**config.mk**
```make
export PLATFORM = sky130hd
export DESIGN_NAME = pipe_hazard_ctrl
export DESIGN_NICKNAME = d
export VERILOG_FILES = /design/src/rtl/pipe_hazard_ctrl.sv
export SDC_FILE = /design/constraint.sdc
export NUM_CORES = 1
export LEC_CHECK = 0
export ABC_AREA = 1
export BUFFER_PORTS_ARGS = -buffer_cell sky130_fd_sc_hd__buf_2
export CORE_MARGIN = 10
export CORE_UTILIZATION = 32
export CTS_CLUSTER_SIZE = 24
export DETAILED_ROUTE_END_ITERATION = 10
export PLACE_DENSITY_LB_ADDON = 0.3
export SETUP_SLACK_MARGIN = 0.15
export SLEW_MARGIN = 20
export SYNTH_ARGS = -nofsm -noshare
export SYNTH_HDL_FRONTEND = slang
export SYNTH_SLANG_ARGS = --single-unit
```
**constraint.sdc**
```tcl
create_clock -name clk -period 1.9 [get_ports clk]
set_input_delay 0.38 -clock clk [delete_from_list [all_inputs] [get_ports clk]]
set_output_delay 0.38 -clock clk [all_outputs]
set_load 0.03 [all_outputs]
```
**src/rtl/pipe_hazard_ctrl.sv**
```systemverilog
// Five-stage pipeline stall/flush sequencer: load-use, multi-cycle dmem wait with timeout, EX redirects.
// Optional perf counters when PIPE_HAZARD_PERF_EN is defined.
module pipe_hazard_ctrl #(
  parameter int MEM_TIMEOUT = 255,
  parameter int CNT_W       = 16
) (
  input  logic       clk,
  input  logic       reset,
  input  logic [4:0] rs1_id,
  input  logic [4:0] rs2_id,
  input  logic       rs1_used_id,
  input  logic       rs2_used_id,
  input  logic [4:0] rd_ex,
  input  logic       mem_read_ex,
  input  logic       branch_taken,
  input  logic       branch_mispredicted,
  input  logic       dmem_req,
  input  logic       dmem_ready,
  output logic       stall_fetch_dec,
  output logic       stall_dec_ex,
  output logic       stall_ex_mem,
  output logic       flush_fetch_dec,
  output logic       flush_dec_ex,
  output logic       flush_ex_mem,
  output logic       mem_timeout
`ifdef PIPE_HAZARD_PERF_EN
  ,
  output logic [31:0] perf_stall_cycles,
  output logic [31:0] perf_flush_count
`endif
);

  typedef enum logic {RUN, MEM_WAIT} state_t;

  state_t           state, state_nxt;
  logic [CNT_W-1:0] wait_cnt, cnt_nxt;
  logic [1:0]       pend, pend_nxt;   // [1] = de, [0] = fd
  logic             lu_hazard, mem_stall, timeout;
  logic             redir_fd, redir_de;

  assign lu_hazard = mem_read_ex & (rd_ex != 5'd0) &
                     (((rd_ex == rs1_id) & rs1_used_id) | ((rd_ex == rs2_id) & rs2_used_id));
  assign mem_stall = dmem_req & ~dmem_ready;

  // wait_cnt is 0 in RUN, so MEM_TIMEOUT=1 times out on the very first wait cycle.
  assign timeout = ~dmem_ready & ((state == MEM_WAIT) | dmem_req) &
                   (wait_cnt == CNT_W'(MEM_TIMEOUT - 1));

  assign redir_de = branch_mispredicted | pend[1];
  assign redir_fd = redir_de | branch_taken | pend[0];

  always_ff @(posedge clk or posedge reset) begin
    if (reset) begin
      state    <= RUN;
      wait_cnt <= '0;
      pend     <= '0;
    end else begin
      state    <= state_nxt;
      wait_cnt <= cnt_nxt;
      pend     <= pend_nxt;
    end
  end

  always_comb begin
    state_nxt = RUN;
    cnt_nxt   = '0;
    pend_nxt  = '0;
    if (!timeout && mem_stall) begin
      state_nxt = MEM_WAIT;
      cnt_nxt   = wait_cnt + 1'b1;
      pend_nxt  = pend | {branch_mispredicted, branch_mispredicted | branch_taken};
    end
  end

  // Outputs are forced low while reset is asserted, independent of the inputs.
  always_comb begin
    stall_fetch_dec = 1'b0;
    stall_dec_ex    = 1'b0;
    stall_ex_mem    = 1'b0;
    flush_fetch_dec = 1'b0;
    flush_dec_ex    = 1'b0;
    flush_ex_mem    = 1'b0;
    mem_timeout     = 1'b0;
    if (!reset) begin
      if (timeout) begin
        mem_timeout     = 1'b1;
        flush_ex_mem    = 1'b1;
        flush_fetch_dec = redir_fd;
        flush_dec_ex    = redir_de;
      end else if (mem_stall) begin
        stall_fetch_dec = 1'b1;
        stall_dec_ex    = 1'b1;
        stall_ex_mem    = 1'b1;
      end else begin
        flush_fetch_dec = redir_fd;
        flush_dec_ex    = redir_de;
        // A redirect squashes the dependent instruction, so the bubble is moot.
        if (!redir_fd && lu_hazard) begin
          stall_fetch_dec = 1'b1;
          flush_dec_ex    = 1'b1;
        end
      end
    end
  end

`ifdef PIPE_HAZARD_PERF_EN
  always_ff @(posedge clk or posedge reset) begin
    if (reset) begin
      perf_stall_cycles <= '0;
      perf_flush_count  <= '0;
    end else begin
      if (stall_fetch_dec) perf_stall_cycles <= perf_stall_cycles + 32'd1;
      if (flush_fetch_dec) perf_flush_count  <= perf_flush_count + 32'd1;
    end
  end
`endif

endmodule

```
# Word level (Yosys, flattened, before mapping)
# Cells that the tools add are included.
[word_totals] reg_bits=19 output_inout_bits=7
[classes] reduce_logical=5 muxes=19 eq_ne=3 bitwise_logic=15 add_sub_neg=1
[op_table] cell="$mux 1" n=17
[op_table] cell="$add 16x1->16 const B" n=1
[op_table] cell="$eq 16x8->1 const B" n=1
[op_table] cell="$mux 16" n=1
[op_table] cell="$eq 5x5->1" n=2
[op_table] cell="$and 1x1->1" n=7
[op_table] cell="$or 1x1->1" n=6
[op_table] cell="$reduce_bool 5->1" n=1
[op_table] cell="$logic_and 1x1->1" n=2
[op_table] cell="$logic_not 1->1" n=2
[op_table] cell="$mux 2" n=1
[op_table] cell="$or 2x2->2" n=1
[op_table] cell="$not 1->1" n=1

# Longest topological paths before layout
[depth] ltp_word=9 mapped_depth=9 ltp_nobuf=9

# Worst setup path before layout
# No wires, ideal clock.
[synth_timing] path_kind="reg2out" start="register wait_cnt[0]" end="output port mem_timeout" t_required_ps=1520 slack_ps=-309 arrival_ps=1829 path_stages_with_launch=8 cell_sequence="dfrtp_1 -> inv_1 -> ha_1 -> nand2_1 -> nor2_1 -> nand3_1 -> nor3_1 -> buf_4"
[synth_between] elab_chain_len=4
[synth_rtl] element="from (decl)" line="36" rtl="logic [CNT_W-1:0] wait_cnt, cnt_nxt;"
[synth_rtl] element="from (signal assigned)" line="59" rtl="wait_cnt <= cnt_nxt;"
[synth_rtl] element="$eq 16x8->1" line="47" rtl="(wait_cnt == CNT_W'(MEM_TIMEOUT - 1));"
[synth_rtl] element="$and 1x1->1" line="46" rtl="assign timeout = ~dmem_ready & ((state == MEM_WAIT) | dmem_req) &"
[synth_rtl] element="$mux 1 (2 in series)"
[synth_rtl] element="to (decl)" line="25" rtl="output logic mem_timeout"
# No other way between the ends.

# Worst setup path after layout
[layout_timing] start="register wait_cnt[15]" end="output port flush_dec_ex"
[layout_between] elab_chain_len=4
[layout_rtl] element="$eq 16x8->1" line="47"
[layout_rtl] element="$and 1x1->1" line="46"
[layout_rtl] element="$mux 1" line="85" rtl="if (timeout) begin"
[layout_rtl] element="$mux 1" line="84" rtl="if (!reset) begin"
[layout_rtl] element="to (decl)" line="23" rtl="output logic flush_dec_ex,"
# No other way between the ends.

==> results.yml <==
cells_and_area:
  antenna_cells: 0
  fin_area_sq_um: 1830
  layout_common_cells: "nand2_1, nor2_1, inv_1"
  syn2layout_area_growth_pct: 38.8
  layout_commonest_cell: "nand2_1"
  utilization: 0.459
  nets: 288
  drive_above_1_share: 0.307
global_route:
  grt_util_met1: 0.111
  use_met2: 0.162
  grt-busiest-layer: "met2"
  grt_use_total: 0.0951
  grt_pass1_vias: 1357
  grtUsageMet3: 0.0338
  antenna_found_initial: 0
  grt_overflow: 0
  grt_pass1_wl_microns: 5790
  grt_start_max_net_pins: 20
synthesis:
  synth_top_family_by_area: "simple AND/OR/NAND/NOR gates"
  synthDistinctLibCells: 24
  synth_edf_count: 0
  syn_area_per_cell_sq_um: 6.41
  synthAdderAreaFrac: 0.0189
  synth-compound-area-share: 0.0379
  synth_flop_cell: "dfrtp_1"
  synth_seq_cells: 19
  syn_area_sq_um: 1320
  ys_warn_count: 0
  syn-num-nets: 232
  synth-simple-area-share: 0.424
  synth_xor_xnor_area_share: 0.0331
  synth_mux_area_frac: 0
  yosysSeqAreaShare: 0.360
  async_reset_ff_frac: 1.00
  netlist_instances: 206
critical_path:
  critical_path_required_ns: 1.52
  r2r_start: "wait_cnt[15]$_DFF_PP0_"
  cp.arrival_ns: 1.58
  cp-end-kind: "primary output"
  crit_fanout: 3
  start_kind: "flop"
  crit_start: "wait_cnt[15]$_DFF_PP0_"
  critPathKind: "flop to primary output"
detailed_routing:
  drc: 0
  wire_per_inst_microns: 10.7
  vias_per_cell: 4.39
  drtAntennaViolNets: 0
  drt-pass1-iter-count: 4
  vias: 1366
  wl_microns: 3330
  drtIter0Drc: 32
clock_network:
  path_clk_slew_ns: 0.07
  cts_max_level: 1
  cts_buffers: 3
  hold_buffers: 0
  clock-sinks: 19
  clk_latency_ns: 0.26
  clk_path_buf_depth: 2
  cts_root_buf: "clkbuf_8"
  cts_tree: "done"
sta:
  rsz0062_at_grt: "true"
  setup_viol: 7
  whs_ns: 0.285
  relSlewSlack: 0.826
  worstMarginPinSlew_ns: 0.259
  setup_ws_ns: -0.0587
  slew_viol_final: 0
  finalCritPeriodShare: 1.03
  finalCriticalPeriod_ns: 1.96
  fmax_mhz: 511
  tns_ns: -0.201
  final_hold_viol_count: 0
  finClkSkew_ns: 0.00417
die:
  die_x_microns: 84.3
  initial_core_util: 0.330
  fp.dieArea_sq_um: 7100
  coreArea_sq_um: 4000
  die_y_microns: 84.3
  rows: 23
  io_pins: 31
outcome:
  violations: "setup timing"
  status: "finished, violations left"
placed_design:
  dpl-instance-area_sq_um: 1590
  numPortBuffers: 30
  place.gp.congestion: 0.864
  dpl.hpwl_microns: 2600
power_and_ir_drop:
  p_total_mw: 0.843
  power-per-cell-area_nw_per_um2: 460
  irDropWorstVdd_mv: 0.381
  power.leakage_nw: 0.967
run:
  drv_cap: 0
worst_hold_path:
  hold_path_class: "input pin to asynchronous set/reset pin"
timing repair:
action                                  4_1_cts  5_1_grt
pin swaps                                    13        8
setup buffers                                14        3
endpoints found under the setup margin        7        7
resized for setup                            24        1
critical path, stage by stage, from the launching register on:
cell and delay (ns):
dfrtp_1 0.38, inv_1 0.09, nand4_1 0.13, nor2_2 0.17
nand3_2 0.11, nand2_4 0.10, nand2_4 0.07, a21oi_2 0.12
buf_6 0.15
registers in the layout, indices dropped and copies added (netlist names):
name,count
wait_cnt,16
pend,2
state,1
cell usage after synthesis (3+ instances only):
cell	count	area share
nand4_1	4	0.019
a21oi_1	3	0.011
o21ai_0	4	0.015
nor2_1	44	0.13
dfrtp_1	19	0.36
nand2_1	52	0.15
nand3_1	14	0.053
inv_1	35	0.099
xor2_1	4	0.027
nor3_1	10	0.038
stage by stage:
stage          setup slack, ns  std cells
2_1_floorplan            0.115        206
5_1_grt                 -0.213        311
3_3_place_gp             0.129        290
4_1_cts                -0.0902        308
3_5_place_dp             0.105        290
6_report               -0.0587        311
final timing paths:
check / end / slack [ns] / depth (start not counted)
setup / recovery: flush_dec_ex / -0.06 / 8
hold / removal: wait_cnt[9]$_DFF_PP0_ / 0.28 / 3
min in group clk: pend[0]$_DFF_PP0_ / 0.37 / 3
max in group asynchronous: wait_cnt[3]$_DFF_PP0_ / 1.41 / 3
setup reg to reg: wait_cnt[2]$_DFF_PP0_ / 0.30 / 10
hold reg to reg: pend[0]$_DFF_PP0_ / 0.53 / 2
where the power goes:
part | switching [mW] | leakage (nW) | internal, mW | total (mW)
Clock | 0.137 | 0.0228 | 0.149 | 0.287
Sequential | 0.00249 | 0.262 | 0.409 | 0.412
Combinational | 0.0823 | 0.683 | 0.0622 | 0.144
cells by family (layout without fill, tap and decap cells):
family                     Yosys count  in the layout
DFF                                 19             19
buffers and inverters               40             95
xor gates and xnor gates             5              5
AOI/OAI and AO/OA                    9              9
and+or+nand+nor                    131            131
adders and majority gates            2              2
metal layers:
| layer | vias to the layer above | wire (microns) |
|---|---|---|
| li1 | 741 | - |
| met1 | 600 | 1500 |
| met2 | 21 | 1660 |
| met3 | 4 | 155 |
| met4 | 0 | 11 |
| met5 | - | 0 |
layout make-up:
| cell class | instances | area [sq um] |
|---|---|---|
| sequential | 19 | 475 |
| clock buffer | 4 | 45.0 |
| multi-input combinational | 147 | 729 |
| fill | 410 | 2170 |
| timing repair buffer | 55 | 387 |
| tap | 50 | 62.6 |
| inverter | 36 | 135 |
(Power assumes the default switching activity.)
